[config.mk]
export PLATFORM = sky130hd
export DESIGN_NAME = pipeline_ctrl
export DESIGN_NICKNAME = d
export VERILOG_FILES = /design/src/rtl/pipeline_pkg.sv /design/src/rtl/pipeline_ctrl_fwd_unit.sv /design/src/rtl/pipeline_ctrl.sv
export SDC_FILE = /design/constraint.sdc
export NUM_CORES = 1
export LEC_CHECK = 0
export CAP_MARGIN = 40
export CELL_PAD_IN_SITES_DETAIL_PLACEMENT = 0
export CELL_PAD_IN_SITES_GLOBAL_PLACEMENT = 1
export CORE_ASPECT_RATIO = 2
export CORE_MARGIN = 2
export CORE_UTILIZATION = 33
export CTS_BUF_LIST = sky130_fd_sc_hd__clkbuf_8 sky130_fd_sc_hd__clkbuf_16
export DETAILED_ROUTE_END_ITERATION = 10
export PLACE_DENSITY = 0.86
export SLEW_MARGIN = 20
export SYNTH_ARGS = -nofsm -noshare
export SYNTH_HDL_FRONTEND = slang
export SYNTH_SLANG_ARGS = --single-unit
[constraint.sdc]
create_clock -name clk -period 2.1 [get_ports clk]
set_input_delay 0.315 -clock clk [delete_from_list [all_inputs] [get_ports clk]]
set_output_delay 0.315 -clock clk [all_outputs]
set_load 0.02 [all_outputs]
[src/rtl/pipeline_pkg.sv]
// Shared pipeline types and constants: operand indices, forwarding selects, controller states.
package pipeline_pkg;

  localparam int unsigned IDX_RS1 = 0;
  localparam int unsigned IDX_RS2 = 1;

  localparam int unsigned FWD_W = 2;

  localparam logic [FWD_W-1:0] NO_FWD     = 2'd0;
  localparam logic [FWD_W-1:0] MEM_TO_ALU = 2'd1;
  localparam logic [FWD_W-1:0] WB_TO_ALU  = 2'd2;

  typedef enum logic {
    RUN      = 1'b0,
    MEM_WAIT = 1'b1
  } ctrl_state_t;

endpackage

[src/rtl/pipeline_ctrl_fwd_unit.sv]
// EX operand forwarding: compares EX sources against MEM and WB destinations, MEM wins.
module fwd_unit
  import pipeline_pkg::*;
#(
  parameter int unsigned RF_SIZE = 5
) (
  input  logic [RF_SIZE-1:0] ex_rs1,
  input  logic [RF_SIZE-1:0] ex_rs2,
  input  logic [1:0]         ex_rs_en,
  input  logic [RF_SIZE-1:0] mem_rd,
  input  logic               mem_reg_wen,
  input  logic [RF_SIZE-1:0] wb_rd,
  input  logic               wb_reg_wen,
  output logic [1:0]         fwd_a,
  output logic [1:0]         fwd_b
);

  logic mem_hit_a;
  logic mem_hit_b;
  logic wb_hit_a;
  logic wb_hit_b;

  // Producer match per source; x0 is never forwarded since it always reads zero.
  always_comb begin
    mem_hit_a = ex_rs_en[IDX_RS1] & mem_reg_wen & (mem_rd != '0) & (mem_rd == ex_rs1);
    mem_hit_b = ex_rs_en[IDX_RS2] & mem_reg_wen & (mem_rd != '0) & (mem_rd == ex_rs2);
    wb_hit_a  = ex_rs_en[IDX_RS1] & wb_reg_wen  & (wb_rd  != '0) & (wb_rd  == ex_rs1);
    wb_hit_b  = ex_rs_en[IDX_RS2] & wb_reg_wen  & (wb_rd  != '0) & (wb_rd  == ex_rs2);
  end

  // Select encoding; MEM holds the younger result so it takes priority over WB.
  always_comb begin
    fwd_a = NO_FWD;
    fwd_b = NO_FWD;
    if (mem_hit_a)     fwd_a = MEM_TO_ALU;
    else if (wb_hit_a) fwd_a = WB_TO_ALU;
    if (mem_hit_b)     fwd_b = MEM_TO_ALU;
    else if (wb_hit_b) fwd_b = WB_TO_ALU;
  end

endmodule

[src/rtl/pipeline_ctrl.sv]
// Hazard and sequencing controller for the five-stage pipeline: stage enables/flushes,
// forwarding selects, memory-wait watchdog and saturating debug counters.
module pipeline_ctrl
  import pipeline_pkg::*;
#(
  parameter int unsigned RF_SIZE = 5,
  parameter int unsigned TIMEOUT = 255,
  parameter int unsigned CNT_W   = 16
) (
  input  logic               clk,
  input  logic               rst,
  input  logic [RF_SIZE-1:0] id_rs1,
  input  logic [RF_SIZE-1:0] id_rs2,
  input  logic [1:0]         id_rs_en,
  input  logic [RF_SIZE-1:0] ex_rs1,
  input  logic [RF_SIZE-1:0] ex_rs2,
  input  logic [1:0]         ex_rs_en,
  input  logic [RF_SIZE-1:0] ex_rd,
  input  logic               ex_reg_wen,
  input  logic               ex_mem_ren,
  input  logic               ex_redirect,
  input  logic [RF_SIZE-1:0] mem_rd,
  input  logic               mem_reg_wen,
  input  logic [RF_SIZE-1:0] wb_rd,
  input  logic               wb_reg_wen,
  input  logic               dmem_req,
  input  logic               dmem_ack,
  output logic               pc_en,
  output logic               ifid_en,
  output logic               idex_en,
  output logic               exmem_en,
  output logic               memwb_en,
  output logic               ifid_flush,
  output logic               idex_flush,
  output logic [1:0]         fwd_a,
  output logic [1:0]         fwd_b,
  output logic               mem_timeout,
  output logic [CNT_W-1:0]   stall_cycles,
  output logic [CNT_W-1:0]   flush_count
);

  localparam int unsigned WAIT_W = ($clog2(TIMEOUT + 1) > 8) ? $clog2(TIMEOUT + 1) : 8;
  localparam logic [WAIT_W-1:0] WAIT_MAX = WAIT_W'(TIMEOUT);

  ctrl_state_t       state;
  ctrl_state_t       state_nxt;
  logic [WAIT_W-1:0] wait_cnt;
  logic [WAIT_W-1:0] wait_cnt_nxt;
  logic              freeze;
  logic              load_use;
  logic              redirect_take;
  logic [1:0]        fwd_a_raw;
  logic [1:0]        fwd_b_raw;

  // Hazard detection terms.
  always_comb begin
    freeze   = dmem_req & ~dmem_ack;
    load_use = ex_mem_ren & ex_reg_wen & (ex_rd != '0) &
               ((id_rs_en[IDX_RS1] & (id_rs1 == ex_rd)) |
                (id_rs_en[IDX_RS2] & (id_rs2 == ex_rd)));
  end

  // Next state and stage controls; priority reset > freeze > redirect > load-use > run.
  always_comb begin
    state_nxt     = state;
    wait_cnt_nxt  = '0;
    pc_en         = 1'b1;
    ifid_en       = 1'b1;
    idex_en       = 1'b1;
    exmem_en      = 1'b1;
    memwb_en      = 1'b1;
    ifid_flush    = 1'b0;
    idex_flush    = 1'b0;
    redirect_take = 1'b0;

    if (rst) begin
      pc_en      = 1'b0;
      ifid_en    = 1'b0;
      idex_en    = 1'b0;
      exmem_en   = 1'b0;
      memwb_en   = 1'b0;
      ifid_flush = 1'b1;
      idex_flush = 1'b1;
    end else if (freeze) begin
      pc_en    = 1'b0;
      ifid_en  = 1'b0;
      idex_en  = 1'b0;
      exmem_en = 1'b0;
      memwb_en = 1'b0;
    end else if (ex_redirect) begin
      // The ID instruction is wrong-path, so a coincident load-use is irrelevant.
      ifid_flush    = 1'b1;
      idex_flush    = 1'b1;
      redirect_take = 1'b1;
    end else if (load_use) begin
      pc_en      = 1'b0;
      ifid_en    = 1'b0;
      idex_flush = 1'b1;
    end

    case (state)
      RUN: begin
        if (freeze) state_nxt = MEM_WAIT;
      end
      MEM_WAIT: begin
        if (dmem_ack || !dmem_req) state_nxt = RUN;
        wait_cnt_nxt = (wait_cnt == WAIT_MAX) ? wait_cnt : wait_cnt + WAIT_W'(1);
      end
      default: state_nxt = RUN;
    endcase
  end

  // Controller state register.
  always_ff @(posedge clk or posedge rst) begin
    if (rst) state <= RUN;
    else     state <= state_nxt;
  end

  // Memory-wait watchdog; the flag latches in the edge the count reaches TIMEOUT.
  always_ff @(posedge clk or posedge rst) begin
    if (rst) begin
      wait_cnt    <= '0;
      mem_timeout <= 1'b0;
    end else begin
      wait_cnt <= wait_cnt_nxt;
      if (state == MEM_WAIT && wait_cnt_nxt == WAIT_MAX) mem_timeout <= 1'b1;
    end
  end

  // Saturating stall and flush counters.
  always_ff @(posedge clk or posedge rst) begin
    if (rst) begin
      stall_cycles <= '0;
      flush_count  <= '0;
    end else begin
      if (!pc_en && stall_cycles != '1) stall_cycles <= stall_cycles + CNT_W'(1);
      if (redirect_take && flush_count != '1) flush_count <= flush_count + CNT_W'(1);
    end
  end

  fwd_unit #(
    .RF_SIZE (RF_SIZE)
  ) u_fwd_unit (
    .ex_rs1      (ex_rs1),
    .ex_rs2      (ex_rs2),
    .ex_rs_en    (ex_rs_en),
    .mem_rd      (mem_rd),
    .mem_reg_wen (mem_reg_wen),
    .wb_rd       (wb_rd),
    .wb_reg_wen  (wb_reg_wen),
    .fwd_a       (fwd_a_raw),
    .fwd_b       (fwd_b_raw)
  );

  // Forwarding selects read NO_FWD while reset is held.
  always_comb begin
    fwd_a = rst ? NO_FWD : fwd_a_raw;
    fwd_b = rst ? NO_FWD : fwd_b_raw;
  end

endmodule
==> reports/metrics.yaml, run 1 <==
final_layout:
  final_cell_mix: "sky130_fd_sc_hd__clkdlybuf4s50_1 (63), sky130_fd_sc_hd__dfrtp_1 (42), sky130_fd_sc_hd__xor2_1 (31), sky130_fd_sc_hd__xnor2_1 (29), sky130_fd_sc_hd__buf_4 (27)"
  final_layout_size_suffix_gt1_share_pct: 17.6
  num_antenna_cells: 0
  layout.cells.most_common: "sky130_fd_sc_hd__clkdlybuf4s50_1"
  nNetsFinal: 430
  flow.area_growth_from_synthesis_pct: 56.7
timing:
  rsz0062_at_grt: "yes"
  finalClockSkew_ps: 3.81
  fin_crit_sh_pct: 102
  maxSlewHeadroom_pct: 78.3
  min_period_ps: 2140
  timing_max_transition_violations_final: 0
  tightest_slew_ps: 325
  final.setup.worst_slack_ps: -39.9
  report.final.setup_viol: 2
  whs_ps: 485
  fmax_mhz: 467
  timing.final.hold_violations: 0
  final.setup.tns_ps: -59.8
worst_setup_path:
  timing_worst_setup_path_type: "input pin to output port"
  cp-start-kind: "input pin"
  worstPathMaxFanout: 2
  worst_r2r_path_depth: 8
  critPathCaptureType: "output port"
  arrival_ps: 1820
  timing.critical_path.required_ps: 1780
placement:
  numPortBuffers: 91
  globalplace.congestion: 0.851
  post-dp-hpwl_um: 5600
synth:
  yosys_warnings: 0
  yosysSeqAreaShare_pct: 41.4
  synth.lib_cells_used.distinct: 45
  ys_seq_elements: 42
  synth_largest_type_area_fraction_pct: 41.4
  synth_area_um2: 2540
  synthCells: 256
  synth_area_leader_cell: "sky130_fd_sc_hd__dfrtp_1"
  syn_area_per_cell_um2: 9.91
  synth.net_count: 307
  post_synth_main_area_contributors: "sky130_fd_sc_hd__dfrtp_1 (41%), sky130_fd_sc_hd__xor2_1 (11%), sky130_fd_sc_hd__xnor2_1 (10%)"
floorplanning:
  num_io_pins: 92
  design.die.area_um2: 8450
  start_util_pct: 33.6
  number_of_rows_created_at_floorplan: 45
  design.core.area_um2: 7540
  chipWidth_um: 66.0
  die_height_um: 128
route:
  routed_wire_length_per_instance_um: 14.6
  vias_per_cell: 5.03
  finalWirelength_um: 6910
  drt_first_iter_violations: 44
  detail-route-antenna-nets: 0
  post-route-drc-count: 0
  drtPass1Iterations: 4
  routed_via_count: 2384
hold_path:
  hold_path_class: "flip-flop to flip-flop"
  holdPathStages: 1
pwr:
  power_leakage_nw: 1.74
  power.density_nw_per_um2: 854
  worst_ir_drop_vdd_v: 0.000378
clocking:
  clock_transition_at_the_registers_of_the_reported_paths_ps: 60
  tritoncts.num_buffers: 5
  clock_tree.htree_level_count: 2
  clkSinkCount: 42
  post_cts_hold_buffer_count: 0
  root_buffer: "sky130_fd_sc_hd__clkbuf_16"
  clock_insertion_delay_worst_skew_ps: 290
  cts_tree: "done"
  cts_buffer_depth: 2
grt:
  grt_overflow: 0
  number_of_antenna_violations_at_the_first_check_in_global_routing: 0
  grt_usage_pct: 17.6
  grt_pass1_wl_um: 11400
  grt_pass1_vias: 2500
  grt_start_max_net_pins: 24
outcome:
  violations_in_the_final_reports: "setup timing"
  outcome: "complete, but fails checks"
run:
  drv.max_cap_violation_count: 0
repair_timing:
action                                  in CTS  in global routing
resized for setup                           41                 22
pin swaps                                   12                 13
setup buffers                                0                  2
endpoints found under the setup margin       7                 17
stage by stage:
step	setup WS (ps)	power, mW	area, um^2	instances	utilization, %
finish	-39.9	3.40	3980	474	52.7
global placement	-600	2.39	3740	464	49.6
CTS	5.77	3.43	3910	472	51.9
global route	-84.5	3.60	3980	474	52.7
detailed placement	-613	2.40	3740	464	49.6
floorplan	53.0	1.75	2540	256	-
cell usage after synthesis (all sizes together):
cell type and count:
o31a 1, a2bb2oi 1, ha 3, nand2 21, o21a 1, xnor2 29, nand4 9, xor2 31
and3 10, or4 2, a21boi 2, o21ai 4, nand2b 3, a41o 1, nor3b 1, and2 4
o211ai 2, a31oi 2, a21oi 7, o22ai 1, mux2 4, a21o 1, a31o 1, nor2b 1
and4 1, or3b 1, and3b 1, nand3 21, nor3 14, inv 4, dfrtp 42, o2111ai 1
buf 4, nor4b 1, nor4 5, a32o 1, nor2 16, a211oi 2
report_power, final:
part	leakage [nW]	internal, mW	switching [mW]	total [mW]
sequential	0.528	0.975	0.201	1.18
combinational	1.12	0.619	0.579	1.20
clock	0.0971	0.713	0.310	1.02
path summary, 6_finish.rpt:
kind | startpoint | end | slack [ps]
worst max-delay path | ex_rs1[4] | fwd_a[0] | -40
worst min-delay path | mem_timeout$_DFFE_PP0P_ | mem_timeout$_DFFE_PP0P_ | 490
worst max register to register | stall_cycles[1]$_DFFE_PP0P_ | stall_cycles[2]$_DFFE_PP0P_ | 190
worst min register to register | mem_timeout$_DFFE_PP0P_ | mem_timeout$_DFFE_PP0P_ | 490
max in group asynchronous | rst | stall_cycles[8]$_DFFE_PP0P_ | 1310
min in group asynchronous | rst | flush_count[2]$_DFFE_PP0P_ | 530
cells by family (layout without fill, tap and decap cells):
family	Yosys count	after routing	share of synthesized area, %
muxes	4	4	1.78
buffers and inverters	8	132	1.92
xor gates and xnor gates	60	60	20.7
DFF	42	42	41.4
AOI/OAI and AO/OA	28	28	9.27
and+or+nand+nor	111	111	23.4
adders and majority gates	3	3	1.48
sequential cells by signal, indices dropped and copies added, names as in the netlist:
signal,cells
flush_count,16
state,1
wait_cnt,8
stall_cycles,16
mem_timeout,1
worst max-delay path: stages:
cell and delay (ps):
sky130_fd_sc_hd__clkdlybuf4s50_1 460, sky130_fd_sc_hd__xor2_1 170, sky130_fd_sc_hd__nor4_2 330, sky130_fd_sc_hd__nand3_1 180, sky130_fd_sc_hd__nor3_2 180, sky130_fd_sc_hd__buf_2 180
routing by layer:
metal	part of all wire, %	global-route usage (%)	vias up
met4	3.7	8.76	0
met5	0	0	-
met3	4.8	3.42	16
li1	-	-	1151
met2	59	33.3	86
met1	33	17.5	1131
area by class of cell:
class / instances / area, um^2
multi-input cells: 206 / 1480
well taps: 94 / 118
clock inverters: 2 / 60.1
flip-flops and latches: 42 / 1050
repair buffers: 120 / 1110
fillers: 717 / 3570
clock buffers: 6 / 139
inverters: 4 / 18.8
(Power assumes the default switching activity.)
==> run 2: changes to the inputs <==
--- a/config.mk
+++ b/config.mk
@@ -9,12 +9,11 @@
 export CELL_PAD_IN_SITES_DETAIL_PLACEMENT = 0
 export CELL_PAD_IN_SITES_GLOBAL_PLACEMENT = 1
 export CORE_ASPECT_RATIO = 2
-export CORE_MARGIN = 2
+export CORE_MARGIN = 5
 export CORE_UTILIZATION = 33
 export CTS_BUF_LIST = sky130_fd_sc_hd__clkbuf_8 sky130_fd_sc_hd__clkbuf_16
 export DETAILED_ROUTE_END_ITERATION = 10
 export PLACE_DENSITY = 0.86
-export SLEW_MARGIN = 20
 export SYNTH_ARGS = -nofsm -noshare
 export SYNTH_HDL_FRONTEND = slang
 export SYNTH_SLANG_ARGS = --single-unit
==> reports/metrics.yaml, run 2 (same netlist as run 1, synthesis figures left out) <==
worst_setup_path:
  critPathCaptureType: "output port"
  worstPathMaxFanout: 3  # +1
  slowest_stage: "sky130_fd_sc_hd__or4_4"
  cp_num_buf_inv: 2  # unchanged
  worst-path-stages: 5  # -1
  worstPathCellList: "dlygate4sd2_1 -> or4_4 -> o211ai_1 -> nor3_2 -> buf_4"
  worst_r2r_path_depth: 7  # -1
  regToRegSetupSlack_ps: 130  # -60 ps
  setup.worst_path.end: "fwd_b[1]"
  timing.critical_path.slowest_cell_delay_ps: 530  # +70 ps
  cp_top_family: "simple AND/OR/NAND/NOR gates"
  critical_path_start: "wb_rd[3]"
  timing.critical_path.required_ps: 1780  # about the same
  arrival_ps: 1730  # -90 ps
  timing_worst_setup_path_type: "input pin to output port"
  cp-start-kind: "input pin"
  worstReg2RegEnd: "stall_cycles[14]$_DFFE_PP0P_"
  timing.rr.start: "stall_cycles[0]$_DFFE_PP0P_"
route:
  routed_via_count: 2442  # +2.4%
  drt_first_iter_violations: 101  # +130%
  routed_wire_length_per_instance_um: 15.2  # +4.3%
  post-route-drc-count: 0  # unchanged
  detail-route-antenna-nets: 0  # unchanged
  drtPass1Iterations: 6  # +2
  finalWirelength_um: 7190  # +4.1%
  vias_per_cell: 5.16  # +2.6%
final_layout:
  flow.area_growth_from_synthesis_pct: 54.4
  final_util_pct: 51.9  # -0.76 points
  final_layout_size_suffix_gt1_share_pct: 18.2  # +0.57 points
  num_antenna_cells: 0  # unchanged
  stdcell_area_um2: 3920  # -1.4%
  layout.cells.most_common: "sky130_fd_sc_hd__clkdlybuf4s50_1"
  multiInputGateArea_um2: 1510  # +2.0%
  layout_top_registers: "flush_count x16, stall_cycles x16, wait_cnt x8"
  fillers: 759  # +5.9%
  register_area_um2: 1050  # unchanged
  final_cell_mix: "sky130_fd_sc_hd__clkdlybuf4s50_1 (61), sky130_fd_sc_hd__dfrtp_1 (42), sky130_fd_sc_hd__xor2_1 (31), sky130_fd_sc_hd__buf_4 (30), sky130_fd_sc_hd__xnor2_1 (29)"
  nNetsFinal: 429  # -0.23%
timing:
  timing.final.hold_violations: 0  # unchanged
  timing_max_transition_violations_final: 0  # unchanged
  min_period_ps: 2050  # -94.5 ps
  finalClockSkew_ps: 4.11  # +0.304 ps
  fmax_mhz: 489  # +4.6%
  final.setup.tns_ps: 0  # +59.8 ps
  report.final.setup_viol: 0  # -2
  maxSlewHeadroom_pct: 75.1  # -3.2 points
  fin_crit_sh_pct: 97.4  # -4.5 points
  final.setup.worst_slack_ps: 54.5  # +94.5 ps
  rsz0062_at_grt: "yes"
  tightest_slew_ps: 374  # +48.7 ps
outcome:
  outcome: "completed"
pwr:
  power_leakage_nw: 1.69  # -3.3%
  switching_share_pct: 35.1  # +3.0 points
  power_switching_mw: 1.09  # +0.46%
  share_clk_of_total_power_pct: 24.0  # -6.1 points
  p_int_mw: 2.03  # -12%
  power.density_nw_per_um2: 796  # -6.8%
  sequentialPowerShare_pct: 37.8  # +3.2 points
  comb_power_share_pct: 38.2  # +2.9 points
  worst_ir_drop_vdd_v: 0.000382  # +0.91%
placement:
  pre_cts_ws_ps: -721  # -109 ps
  numPortBuffers: 91  # unchanged
  post-dp-hpwl_um: 5800  # +3.6%
  dp_area_um2: 3730  # -0.20%
  globalplace.congestion: 0.823  # -3.3%
clocking:
  tritoncts.num_buffers: 5  # unchanged
  cts_tree: "done"
  clock_transition_at_the_registers_of_the_reported_paths_ps: 60  # about the same
  cts_buffer_depth: 2  # unchanged
  clock_insertion_delay_worst_skew_ps: 280  # about the same
  root_buffer: "sky130_fd_sc_hd__clkbuf_16"
  clkSinkCount: 42  # unchanged
  clock_tree.htree_level_count: 2  # unchanged
run:
  drv.max_cap_violation_count: 0  # unchanged
floorplanning:
  die_height_um: 134  # +4.7%
  chipWidth_um: 72.0  # +9.1%
  number_of_rows_created_at_floorplan: 45  # unchanged
  design.core.area_um2: 7540  # unchanged
  num_io_pins: 92  # unchanged
  start_util_pct: 33.6  # unchanged
  design.die.area_um2: 9650  # +14%
grt:
  grt_start_max_net_pins: 24  # unchanged
  grt_pass1_vias: 2559  # +2.4%
  grt_overflow: 0  # unchanged
  number_of_antenna_violations_at_the_first_check_in_global_routing: 0  # unchanged
  grt_usage_pct: 14.9  # -2.7 points
  grt_pass1_wl_um: 11300  # -0.91%
hold_path:
  hold_path_class: "flip-flop to flip-flop"
[run 2: cell count changes in the layout (fill, tap and decap cells not counted), sizes merged, moves of 2 or more]
| cell | before | now |
|---|---|---|
| dlymetal6s2s | 10 | 6 |
| clkdlybuf4s15 | 2 | 0 |
| clkinv | 0 | 2 |
| clkdlybuf4s50 | 63 | 61 |
| dlygate4sd2 | 9 | 17 |
| bufinv | 2 | 0 |
| buf | 34 | 32 |
[run 2: worst reg2reg max path, cell delays in order (launching register included)]
cell                        delay [ps]
sky130_fd_sc_hd__dfrtp_1           350
sky130_fd_sc_hd__ha_1              180
sky130_fd_sc_hd__and3_1            200
sky130_fd_sc_hd__nand4_2           190
sky130_fd_sc_hd__o21a_1            300
sky130_fd_sc_hd__a2bb2oi_2         350
sky130_fd_sc_hd__nor3_1            120
sky130_fd_sc_hd__xor2_1            160
[run 2: stage by stage]
step / hold slack (ps) / instances / power [mW]
2_1_floorplan: 315 / 256 / 1.75
3_3_place_gp: 460 / 463 / 2.38
3_5_place_dp: 463 / 463 / 2.40
4_1_cts: 482 / 472 / 3.15
5_1_grt: 491 / 473 / 3.30
6_report: 475 / 473 / 3.12
[run 2: per-layer routing]
metal | up-vias | part of all wire, % | track usage [%]
met5 | - | 0 | 0
met4 | 0 | 3.3 | 7.22
met3 | 17 | 6.4 | 3.98
met2 | 92 | 57 | 29.5
met1 | 1180 | 34 | 13.2
li1 | 1153 | - | -
[run 2: how the worst min path moves through the flow]
stage                                        from                          to  slack, ps  cells after the start
after global placement    mem_timeout$_DFFE_PP0P_     mem_timeout$_DFFE_PP0P_        460                      1
after CTS                 mem_timeout$_DFFE_PP0P_     mem_timeout$_DFFE_PP0P_        480                      1
after floorplan                               rst  flush_count[0]$_DFFE_PP0P_        310                      1
after detailed placement  mem_timeout$_DFFE_PP0P_     mem_timeout$_DFFE_PP0P_        460                      1
final                     mem_timeout$_DFFE_PP0P_     mem_timeout$_DFFE_PP0P_        470                      1
after global routing      mem_timeout$_DFFE_PP0P_     mem_timeout$_DFFE_PP0P_        490                      1
[run 2: cell type report]
type,instances,area share (%)
Timing Repair Buffer,118,27.6
Multi-Input combinational cell,207,38.4
Sequential cell,42,26.8
Inverter,4,0.479
Clock inverter,3,0.543
Tap cell,94,3.00
Clock buffer,5,3.19
[run 2: power groups by stage]
stage	clock network (mW)	logic (mW)	registers, mW
final	0.748	1.19	1.18
after global routing	0.802	1.28	1.21
after CTS	0.768	1.20	1.18
after detailed placement	0	1.21	1.19
after global placement	0	1.20	1.18
after floorplan	0	0.391	1.36
[run 2: repair_timing]
| action | in CTS | in global routing |
|---|---|---|
| pin swaps | 10 | 13 |
| hold buffers | 0 | 0 |
| setup buffers | 1 | 0 |
| resized for setup | 45 | 23 |
| cloned | 0 | 1 |
| setup endpoints to repair | 11 | 11 |
==> run 3: changes to the inputs <==
--- a/config.mk
+++ b/config.mk
@@ -13,6 +13,7 @@
 export CORE_UTILIZATION = 33
 export CTS_BUF_LIST = sky130_fd_sc_hd__clkbuf_8 sky130_fd_sc_hd__clkbuf_16
 export DETAILED_ROUTE_END_ITERATION = 10
+export GPL_TIMING_DRIVEN = 1
 export PLACE_DENSITY = 0.86
 export SYNTH_ARGS = -nofsm -noshare
 export SYNTH_HDL_FRONTEND = slang
==> results of run 3 <==
No change in the layout: final DEF, timing and power equal those of run 2.
